**src/rtl/instr_word_encoder_if.sv**
```systemverilog
// Descriptor-in / encoded-word-out bus for instr_word_encoder.
// The master side is the program sequencer; the slave side is the encoder.
interface instr_word_encoder_if #(
   parameter int CNT_W = 3
);
   logic              in_valid;
   logic              in_ready;
   logic [2:0]        in_kind;
   logic [2:0]        in_funct3;
   logic              in_f7b5;
   logic [4:0]        in_rd;
   logic [4:0]        in_rs1;
   logic [4:0]        in_rs2;
   logic [31:0]       in_imm;
   logic              out_valid;
   logic              out_ready;
   logic [31:0]       out_instr;
   logic              out_err;
   logic [CNT_W-1:0]  level;

   modport master (
      output in_valid, in_kind, in_funct3, in_f7b5, in_rd, in_rs1, in_rs2, in_imm,
      output out_ready,
      input  in_ready, out_valid, out_instr, out_err, level
   );

   modport slave (
      input  in_valid, in_kind, in_funct3, in_f7b5, in_rd, in_rs1, in_rs2, in_imm,
      input  out_ready,
      output in_ready, out_valid, out_instr, out_err, level
   );
endinterface

```
**src/rtl/instr_word_encoder.sv**
```systemverilog
// RV32I descriptor encoder (LOAD/STORE/RTYPE/ITYPE/BRANCH) feeding a small valid/ready FIFO.
// Optional macro ENC_RANGE_CHECK_EN turns out-of-range immediates into flagged NOPs.
module instr_word_encoder #(
   parameter int DEPTH = 4,
   parameter int CNT_W = 3
) (
   input logic                 clk,
   input logic                 rst_n,
   instr_word_encoder_if.slave bus
);
   localparam int          PTR_W     = $clog2(DEPTH);
   localparam logic [31:0] NOP       = 32'h0000_0013;
   localparam logic [6:0]  OP_LOAD   = 7'b0000011;
   localparam logic [6:0]  OP_STORE  = 7'b0100011;
   localparam logic [6:0]  OP_RTYPE  = 7'b0110011;
   localparam logic [6:0]  OP_ITYPE  = 7'b0010011;
   localparam logic [6:0]  OP_BRANCH = 7'b1100011;

   logic [31:0]      mem_instr [DEPTH];
   logic             mem_err   [DEPTH];
   logic [PTR_W-1:0] wr_ptr;
   logic [PTR_W-1:0] rd_ptr;
   logic [CNT_W-1:0] count;

   logic             push;
   logic             pop;
   logic [31:0]      enc_word;
   logic             enc_err;
   logic [31:0]      imm;
   logic [2:0]       f3;
   logic             is_shift;
   logic             f7_eff;

   assign imm      = bus.in_imm;
   assign f3       = bus.in_funct3;
   assign is_shift = (f3 == 3'b001) || (f3 == 3'b101);
   assign f7_eff   = ((f3 == 3'b000) || (f3 == 3'b101)) ? bus.in_f7b5 : 1'b0;

`ifdef ENC_RANGE_CHECK_EN
   logic sext12_ok;
   logic sext13_ok;
   logic range_bad;

   assign sext12_ok = (&imm[31:11]) | ~(|imm[31:11]);
   assign sext13_ok = ((&imm[31:12]) | ~(|imm[31:12])) & ~imm[0];

   always_comb begin
      range_bad = 1'b0;
      case (bus.in_kind)
         3'd0, 3'd1: range_bad = ~sext12_ok;
         3'd3:       range_bad = is_shift ? (|imm[31:5]) : ~sext12_ok;
         3'd4:       range_bad = ~sext13_ok;
         default:    range_bad = 1'b0;
      endcase
   end
`else
   logic unused_imm_hi;
   assign unused_imm_hi = ^imm[31:13];
`endif

   always_comb begin
      enc_word = NOP;
      enc_err  = 1'b0;
      case (bus.in_kind)
         3'd0: enc_word = {imm[11:0], bus.in_rs1, f3, bus.in_rd, OP_LOAD};
         3'd1: enc_word = {imm[11:5], bus.in_rs2, bus.in_rs1, f3, imm[4:0], OP_STORE};
         3'd2: enc_word = {1'b0, f7_eff, 5'b00000, bus.in_rs2, bus.in_rs1, f3, bus.in_rd,
                           OP_RTYPE};
         3'd3: begin
            if (is_shift)
               enc_word = {1'b0, bus.in_f7b5, 5'b00000, imm[4:0], bus.in_rs1, f3, bus.in_rd,
                           OP_ITYPE};
            else
               enc_word = {imm[11:0], bus.in_rs1, f3, bus.in_rd, OP_ITYPE};
         end
         3'd4: begin
            if ((f3 == 3'b000) || (f3 == 3'b001) || (f3 == 3'b100))
               enc_word = {imm[12], imm[10:5], bus.in_rs2, bus.in_rs1, f3, imm[4:1], imm[11],
                           OP_BRANCH};
            else
               enc_err = 1'b1;
         end
         default: enc_err = 1'b1;
      endcase
`ifdef ENC_RANGE_CHECK_EN
      if (range_bad)
         enc_err = 1'b1;
`endif
      // Flagged entries always carry a harmless NOP so the decoder never sees a partial word.
      if (enc_err)
         enc_word = NOP;
   end

   assign bus.in_ready  = (count != CNT_W'(DEPTH));
   assign bus.out_valid = (count != '0);
   assign bus.level     = count;
   assign bus.out_instr = bus.out_valid ? mem_instr[rd_ptr] : 32'h0;
   assign bus.out_err   = bus.out_valid ? mem_err[rd_ptr] : 1'b0;

   assign push = bus.in_valid & bus.in_ready;
   assign pop  = bus.out_valid & bus.out_ready;

   always_ff @(posedge clk) begin
      if (!rst_n) begin
         wr_ptr <= '0;
         rd_ptr <= '0;
         count  <= '0;
      end else begin
         if (push) begin
            mem_instr[wr_ptr] <= enc_word;
            mem_err[wr_ptr]   <= enc_err;
            wr_ptr            <= wr_ptr + PTR_W'(1);
         end
         if (pop)
            rd_ptr <= rd_ptr + PTR_W'(1);
         case ({push, pop})
            2'b10:   count <= count + CNT_W'(1);
            2'b01:   count <= count - CNT_W'(1);
            default: count <= count;
         endcase
      end
   end
endmodule

```
**src/flat_wrapper.sv**
```systemverilog
// flat-port wrapper written by rule: the top's interface ports become plain ports
module instr_word_encoder_flat 
#(
   parameter int DEPTH = 4,
   parameter int CNT_W = 3
)
  (clk, rst_n, bus_in_valid, bus_in_kind, bus_in_funct3, bus_in_f7b5, bus_in_rd, bus_in_rs1, bus_in_rs2, bus_in_imm, bus_out_ready, bus_in_ready, bus_out_valid, bus_out_instr, bus_out_err, bus_level);
  instr_word_encoder_if #(.CNT_W(CNT_W)) bus_i ();
  input logic clk;
  input logic rst_n;
  input wire logic [$bits(bus_i.in_valid)-1:0] bus_in_valid;
  input wire logic [$bits(bus_i.in_kind)-1:0] bus_in_kind;
  input wire logic [$bits(bus_i.in_funct3)-1:0] bus_in_funct3;
  input wire logic [$bits(bus_i.in_f7b5)-1:0] bus_in_f7b5;
  input wire logic [$bits(bus_i.in_rd)-1:0] bus_in_rd;
  input wire logic [$bits(bus_i.in_rs1)-1:0] bus_in_rs1;
  input wire logic [$bits(bus_i.in_rs2)-1:0] bus_in_rs2;
  input wire logic [$bits(bus_i.in_imm)-1:0] bus_in_imm;
  input wire logic [$bits(bus_i.out_ready)-1:0] bus_out_ready;
  output wire logic [$bits(bus_i.in_ready)-1:0] bus_in_ready;
  output wire logic [$bits(bus_i.out_valid)-1:0] bus_out_valid;
  output wire logic [$bits(bus_i.out_instr)-1:0] bus_out_instr;
  output wire logic [$bits(bus_i.out_err)-1:0] bus_out_err;
  output wire logic [$bits(bus_i.level)-1:0] bus_level;
  assign bus_i.in_valid = bus_in_valid;
  assign bus_i.in_kind = bus_in_kind;
  assign bus_i.in_funct3 = bus_in_funct3;
  assign bus_i.in_f7b5 = bus_in_f7b5;
  assign bus_i.in_rd = bus_in_rd;
  assign bus_i.in_rs1 = bus_in_rs1;
  assign bus_i.in_rs2 = bus_in_rs2;
  assign bus_i.in_imm = bus_in_imm;
  assign bus_i.out_ready = bus_out_ready;
  assign bus_in_ready = bus_i.in_ready;
  assign bus_out_valid = bus_i.out_valid;
  assign bus_out_instr = bus_i.out_instr;
  assign bus_out_err = bus_i.out_err;
  assign bus_level = bus_i.level;
  instr_word_encoder #(.DEPTH(DEPTH), .CNT_W(CNT_W)) u_core (.clk(clk), .rst_n(rst_n), .bus(bus_i));
endmodule
```
**config.mk**
```make
export PLATFORM = sky130hd
export DESIGN_NAME = instr_word_encoder_flat
export DESIGN_NICKNAME = d
export VERILOG_FILES = /design/src/rtl/instr_word_encoder_if.sv /design/src/rtl/instr_word_encoder.sv /design/src/flat_wrapper.sv
export SDC_FILE = /design/constraint.sdc
export NUM_CORES = 1
export LEC_CHECK = 0
export CAP_MARGIN = 20
export CORE_MARGIN = 2
export CORE_UTILIZATION = 57
export CTS_CLUSTER_SIZE = 24
export DETAILED_ROUTE_END_ITERATION = 8
export PLACE_DENSITY = 0.85
export SLEW_MARGIN = 30
export SYNTH_ARGS = -nofsm -noshare
export SYNTH_HDL_FRONTEND = slang
export SYNTH_SLANG_ARGS = --single-unit
export TNS_END_PERCENT = 1
```
**constraint.sdc**
```tcl
create_clock -name clk -period 5 [get_ports clk]
set_input_delay 0.5 -clock clk [delete_from_list [all_inputs] [get_ports clk]]
set_output_delay 0.5 -clock clk [all_outputs]
set_load 0.005 [all_outputs]
```
==> impl_metrics.json <==
{
  "outcome": "finished clean",
  "hold_viol_final": 0,
  "syn2layout_area_growth_pct": 27.0,
  "fin_nets": 452,
  "worstSetupEndpointType": "output pin",
  "htree_levels": 4,
  "n_antenna_cell": 0,
  "crit_arrival_ns": 2.61,
  "gp_congestion": 0.771,
  "power_uw": 3610,
  "overflow": 0,
  "max_slew_margin_pct": 52.7,
  "avgSynthCellArea_um2": 17.7,
  "num_vias": 3064,
  "wl_per_cell_um": 20.4,
  "grt_usage_pct": 22.4,
  "final_max_slew_viol_count": 0,
  "yosysTopAreaCell": "edfxtp_1",
  "post-route-period-util_pct": 62.3,
  "synth_flop_cell": "edfxtp_1",
  "numCtsBuffers": 17,
  "ys_seq_elements": 125,
  "tns_ns": 0,
  "cts_tree": "done",
  "ant_nets": 0,
  "synth_warnings": 0,
  "synth-edff-count": 116,
  "io_pins": 96,
  "startpoint_type": "register",
  "ys_top_cells_by_area": "edfxtp_1 64%, mux4_2 12%, dfxtp_1 3.3%, nor2b_1 2.5%, nor2b_4 2.5%",
  "synth_area_um2": 5440,
  "clkSinkCount": 125,
  "crit_type": "register to output pin",
  "syn-instance-count": 307,
  "die_w_um": 102,
  "drcViolationCount": 0,
  "insertion_delay_ns": 0.51,
  "core_um2": 9240,
  "dp_hpwl_um": 6670,
  "grt_max_degree": 30,
  "synthArstFlopShare_pct": 0,
  "required_ns": 4.50,
  "drv_cap": 0,
  "cts-root-buf": "clkbuf_8",
  "seq_area_frac_synth_pct": 67.3,
  "num_rows": 35,
  "first_pass_iters": 5,
  "p_per_area_nw_per_um2": 523,
  "ys_types": 43,
  "synth_top_area_share_pct": 64.0,
  "worst_slew_pin_slew_ns": 0.707,
  "leakagePower_uw": 0.00232,
  "die-area_um2": 10300,
  "grt_pass1_vias": 3172,
  "cts_setup_buffers": 0,
  "cts_hold_buffers": 0,
  "cts_resized": 0,
  "die_h_um": 102,
  "grt_pass1_wl_um": 16600,
  "peakVddDrop_mv": 0.449,
  "min_path_type": "register to register",
  "holdWs_ns": 0.488,
  "start_util_pct": 58.9,
  "io_buffers": 74,
  "setup_viol": 0,
  "first_iter_violations": 273,
  "fin_skew_ns": 0.00695,
  "clock.fmax_mhz": 321,
  "crit_fanout": 20,
  "routed_via_density": 5.78,
  "drt-total-wl_um": 10800,
  "drive_gt1_share_pct": 21.4,
  "finalCriticalPeriod_ns": 3.11,
  "fillers": 525,
  "clk_pin_slew_ns": 0.06,
  "antenna_found_initial": 0,
  "clk_path_buf_depth": 2,
  "rsz0062_at_grt": "false"
}
-- state kept, by name (all words and copies together), names as in the netlist, named ones only --
| name | cells |
|---|---|
| u_core.mem_err | 4 |
| u_core.wr_ptr | 2 |
| u_core.bus.level | 3 |
| u_core.rd_ptr | 2 |
| u_core.mem_instr | 112 |
-- power by group --
part,leakage [uW],internal [uW],switching [uW]
clock network,0.000293,818,458
registers,0.00114,1230,96.8
logic,0.000884,606,405
-- through the flow --
stage	worst slack (ns)	utilization [%]	cell area (um^2)	cells
floorplan	2.91	-	5440	308
global placement	2.16	68.0	6280	498
detailed placement	2.39	68.0	6280	498
CTS	1.84	74.8	6910	530
global route	1.67	74.8	6910	530
finish	1.89	74.8	6910	530
-- cell type report --
cell class	instances	area (um^2)	area share, %
Sequential cell	125	3670	53.1
Multi-Input combinational cell	154	1630	23.6
Timing Repair Buffer	80	786	11.4
Clock buffer	17	414	5.99
Clock inverter	15	214	3.10
Tap cell	129	161	2.34
Inverter	10	37.5	0.543
-- cell families (layout without fill, tap and decap cells) --
group	after synthesis	after routing	synth area share [%]
fa+ha+maj	6	6	1.52
xor+xnor	4	4	0.782
buf+inv	29	122	2.85
simple gates	77	77	9.91
mux	37	37	13.5
flops	125	125	67.3
compound gates	28	28	4.05
other cells	1	2	0.0689
-- path summary, 6_finish.rpt --
check                              startpoint                               end  slack [ns]  cells after the start
min             u_core.rd_ptr[1]$_SDFFE_PN0P_                          register        0.49                      2
max reg2reg  u_core.bus.level[2]$_SDFFE_PN0P_  u_core.bus.level[1]$_SDFFE_PN0P_        2.72                      7
min reg2reg     u_core.rd_ptr[1]$_SDFFE_PN0P_                          register        0.49                      2
max          u_core.bus.level[2]$_SDFFE_PN0P_                 bus_out_instr[20]        1.89                      4
-- cell usage after synthesis, types with 2 or more instances --
library cell,n
buf_4,6
inv_1,8
nor3b_1,5
nor2_1,2
and2_1,10
dfxtp_1,9
o21ai_1,4
ha_1,5
clkbuf_1,4
xnor2_1,2
buf_6,2
or3_1,3
edfxtp_1,116
a21boi_1,3
nor2b_1,22
o21ai_0,3
nand2b_1,2
o2bb2ai_1,9
nand2_1,12
nor2b_4,10
and3_1,6
inv_2,2
buf_2,7
mux4_2,29
mux2i_1,8
-- worst max-delay path: stages, from the launching register on --
cell and delay, ns:
dfxtp_1 0.37, nor3_4 0.63, buf_4 0.49, nor2b_1 0.13, clkdlybuf4s50_1 0.47
-- metal layers --
layer | up-vias | GRT usage [%] | part of all wire, %
met3 | 23 | 5.45 | 6.8
met4 | 0 | 8.42 | 1.8
met1 | 1541 | 28.7 | 39
li1 | 1358 | - | -
met5 | - | 0 | 0
met2 | 142 | 37.2 | 53
-- cells in the final DEF (no fill, tap or decap), types with 4 or more instances in the layout --
cell	n
clkinv_4	4
ha_1	5
edfxtp_1	116
mux2i_1	8
clkdlybuf4s50_1	74
and2_1	10
clkbuf_16	16
o2bb2ai_1	9
dfxtp_1	8
bufinv_16	4
nand2_1	12
inv_1	8
buf_4	6
o21ai_1	4
nor2b_4	10
clkinvlp_4	4
nor2b_1	22
and3_1	6
nor3b_1	5
mux4_2	29
Power figures use the tool's default switching activity.
==> RTL change 1, RTL diff (same settings) <==
Register the output `bus.out_err`; this adds one clock of latency there.
--- a/src/rtl/instr_word_encoder.sv
+++ b/src/rtl/instr_word_encoder.sv
@@ -95,7 +95,9 @@
    assign bus.out_valid = (count != '0);
    assign bus.level     = count;
    assign bus.out_instr = bus.out_valid ? mem_instr[rd_ptr] : 32'h0;
-   assign bus.out_err   = bus.out_valid ? mem_err[rd_ptr] : 1'b0;
+   always_ff @(posedge clk) begin
+      bus.out_err <= bus.out_valid ? mem_err[rd_ptr] : 1'b0;
+   end
 
    assign push = bus.in_valid & bus.in_ready;
    assign pop  = bus.out_valid & bus.out_ready;
Behaviour: not the same (Yosys sat finds a counterexample within 4 cycles, from zero or initial values and one cycle with rst_n low).
==> RTL change 1 against the unedited design <==
Cell area shrank 2.2%. Non-clock buffer count is the same. Routed wire length shrank 2.7%. Die area shrank 1.1%. Sequential cell count grew 1. Area after synthesis shrank 1.2%. Count of clock-buffer cells in the layout grew 1. Total power shrank 5.8%. First-iteration DRC count shrank 31%. Worst setup slack gained 140 ps.
==> RTL change 1: results (changes against the unedited design) <==
| Metric | Value |
|---|---|
| Global-route wire length before repair | 16000 microns (was 16600 microns) |
| Fill count | 570 (was 525) |
| DR iter-0 viols | 188 (was 273) |
| Dpl ws | 2090 ps (was 2390 ps) |
| Outcome | completed (unchanged) |
| RR Startpoint | u_core.bus.level[0]$_SDFFE_PN0P_ (was u_core.bus.level[2]$_SDFFE_PN0P_) |
| DR WL met2 | 5560 microns (was 5660 microns) |
| Worst Tran Pin Value | 739 ps (was 707 ps) |
| Total Wirelength | 10500 microns (was 10800 microns) |
| Worst reg2reg endpoint | u_core.mem_instr[0][9]$_DFFE_PP_ (was u_core.bus.level[1]$_SDFFE_PN0P_) |
| Placed instance count | 481 (was 498) |
| Top post-synthesis cells by area | edfxtp_1, mux4_2, dfxtp_1, nor2b_1, mux2i_1 (was edfxtp_1, mux4_2, dfxtp_1, nor2b_1, nor2b_4) |
| Global Route Usage Sum | 22.0% (was 22.4%) |
| Internal power | 2500 uW (was 2650 uW) |
| Vias per cell | 5.82 (was 5.78) |
| Detailed-router iteration count before antenna repair | 4 (was 5) |
| FF-to-FF setup slack | 2500 ps (was 2720 ps) |
| Mapped Cells | 308 (was 307) |
| Grt met3 use | 5.83% (was 5.45%) |
| Pin count of the biggest net entering global routing | 35 (was 30) |
| Smallest hold slack | 524 ps (was 488 ps) |
| Crit path DAT | 2480 ps (was 2610 ps) |
| R2R cell count | 4 (was 7) |
| Placer Congestion | 0.759 (was 0.771) |
| Seq/Total Area, Yosys | 68.5% (was 67.3%) |
| Leakage | 0.00225 uW (was 0.00232 uW) |
| Post-DP HPWL | 6180 microns (was 6670 microns) |
| CP max FO | 28 (was 20) |
| Hold wc startpoint | u_core.wr_ptr[0]$_SDFFE_PN0P_ (was u_core.rd_ptr[1]$_SDFFE_PN0P_) |
| Placed Area | 0.00619 sq mm (was 0.00628 sq mm) |
| List of most frequent post-synthesis cells | edfxtp_1, nor2b_1, mux4_2 (was edfxtp_1, mux4_2, nor2b_1) |
| Worst Skew | 7.38 ps (was 6.95 ps) |
| GRT met2 Usage | 37.6% (was 37.2%) |
| M1 wire length | 4280 microns (was 4200 microns) |
| FF/Latch Area | 0.00369 sq mm (was 0.00367 sq mm) |
| Met3 wire length | 476 microns (was 732 microns) |
| Distinct cells, synth | 41 (was 43) |
| Fin cells | 513 (was 530) |
==> RTL change 1: cell type report <==
cell class,count,area share [%]
Clock buffer,18,6.18
Clock inverter,14,2.17
Inverter,10,0.555
Multi-Input combinational cell,154,22.9
Sequential cell,126,54.6
Tap cell,111,2.05
Timing Repair Buffer,80,11.6
==> RTL change 1: critical path: stages, from the launching register on <==
cell	delay, ps
dfxtp_4	740
mux4_2	580
nor2b_1	170
clkdlybuf4s50_1	470
==> RTL change 1: power by group through the flow <==
stage	sequential [uW]	combinational [uW]	clock, uW
final	1340	926	1140
after global routing	1350	1000	1200
after CTS	1340	938	1150
after detailed placement	1360	922	0
after global placement	1350	904	0
after floorplan	1290	548	0
==> RTL change 1: cells by family after synthesis <==
kind of cell | synth area share [%]
xor gates and xnor gates | 0.792
other | 0.0698
DFF | 68.5
buffers and inverters | 2.91
and+or+nand+nor | 8.64
adders and majority gates | 1.54
AOI/OAI and AO/OA | 3.89
muxes | 13.6
==> RTL change 2, RTL diff (config.mk and constraints unchanged) <==
Without the edit above. The option `ENC_RANGE_CHECK_EN` is turned on by a define.
--- a/src/rtl/instr_word_encoder.sv
+++ b/src/rtl/instr_word_encoder.sv
@@ -1,5 +1,7 @@
 // RV32I descriptor encoder (LOAD/STORE/RTYPE/ITYPE/BRANCH) feeding a small valid/ready FIFO.
 // Optional macro ENC_RANGE_CHECK_EN turns out-of-range immediates into flagged NOPs.
+`define ENC_RANGE_CHECK_EN
+
 module instr_word_encoder #(
    parameter int DEPTH = 4,
    parameter int CNT_W = 3
Function: changed (a bounded check fails within 4 cycles, from zero or initial values and one cycle with rst_n low).
==> RTL change 2 against the unedited design <==
Total power down 5.7%. Largest power group unchanged. Sequential cell count unchanged. Critical path type unchanged. Cell area up 4.5%. Sequential power down 5%. Largest cell class unchanged. Maximum frequency up 1.9%. Routed wire length up 13%. Worst setup slack better by 58 ps. Area after synthesis up 4.1%.
==> RTL change 2: results (changes against the unedited design) <==
| Metric | Value |
|---|---|
| Crit path DAT | 2560 ps (was 2610 ps) |
| Dpl ws | 1750 ps (was 2390 ps) |
| Hold wc startpoint | u_core.wr_ptr[1]$_SDFFE_PN0P_ (was u_core.rd_ptr[1]$_SDFFE_PN0P_) |
| Internal power | 2520 uW (was 2650 uW) |
| M1 wire length | 4830 microns (was 4200 microns) |
| R2R cell count | 8 (was 7) |
| Outcome | completed (unchanged) |
| Post-synthesis compound-gate area fraction | 3.69% (was 4.05%) |
| CP max stage delay | 600 ps (was 630 ps) |
| Leakage | 0.00243 uW (was 0.00232 uW) |
| Critical-path top delay cell | mux4_2 (was nor3_4) |
| Worst setup path end | bus_out_instr[6] (was bus_out_instr[20]) |
| Vias in the first global route | 3664 (was 3172) |
| Slew HR | 39.2% (was 52.7%) |
| Worst Skew | 4.96 ps (was 6.95 ps) |
| DR WL met2 | 6180 microns (was 5660 microns) |
| Post-DP HPWL | 7480 microns (was 6670 microns) |
| Grt met3 use | 5.16% (was 5.45%) |
| Seq/Total Area, Yosys | 64.7% (was 67.3%) |
| Syn avg cell area | 16.0 sq um (was 17.7 sq um) |
| Synth Area in Adders | 1.46% (was 1.52%) |
| Placed instance count | 564 (was 498) |
| Fill count | 580 (was 525) |
| Vias | 3532 (was 3064) |
| Port bufs | 93 (was 74) |
| Distinct cells, synth | 45 (was 43) |
| Final #Nets | 514 (was 452) |
| Global Route Usage Sum | 23.6% (was 22.4%) |
| Worst reg2reg endpoint | u_core.bus.level[2]$_SDFFE_PN0P_ (was u_core.bus.level[1]$_SDFFE_PN0P_) |
| Met1 Use GR | 29.5% (was 28.7%) |
| Global-route wire length before repair | 19200 microns (was 16600 microns) |
| Rows | 36 (was 35) |
| Post-DR wirelength/cell | 20.5 microns (was 20.4 microns) |
| Placer Congestion | 0.787 (was 0.771) |
| Placed Area | 0.00669 sq mm (was 0.00628 sq mm) |
| Layout cells sized above 1 | 17.5% (was 21.4%) |
| CP max FO | 29 (was 20) |
| Pin count of the biggest net entering global routing | 34 (was 30) |
| Final Util | 74.2% (was 74.8%) |
| List of most frequent post-synthesis cells | edfxtp_1, and2_1, mux4_2 (was edfxtp_1, mux4_2, nor2b_1) |
| Xor/xnor cell area share of the yosys netlist | 1.21% (was 0.782%) |
| Top post-synthesis cells by area | edfxtp_1, mux4_2, and2_1, dfxtp_1, nor3_2 (was edfxtp_1, mux4_2, dfxtp_1, nor2b_1, nor2b_4) |
| Fmax | 0.327 GHz (was 0.321 GHz) |
==> RTL change 2: changes by cell type after synthesis, moves of 6 or more <==
cell       before  now
a21oi_1         1    7
nor4_1          0    8
nor3_1          0    9
nor2_1          2   12
and2_1         10   36
nor2b_4        10    0
o2bb2ai_1       9    0
nor3_2          1   11
nor2b_1        22    2
==> RTL change 2: power groups by stage <==
stage | registers, uW | logic, uW | clock network (uW)
2_1_floorplan | 1270 | 567 | 0
3_3_place_gp | 1290 | 1020 | 0
3_5_place_dp | 1290 | 1030 | 0
4_1_cts | 1270 | 1040 | 1110
5_1_grt | 1280 | 1110 | 1150
6_report | 1270 | 1030 | 1100
==> RTL change 2: cell type report <==
type / count / share of cell area, %
well taps: 133 / 2.30
clock buffers: 21 / 5.94
flip-flops and latches: 125 / 50.8
multi-input cells: 196 / 25.5
repair buffers: 100 / 13.6
inverters: 10 / 0.520
clock inverters: 10 / 1.37
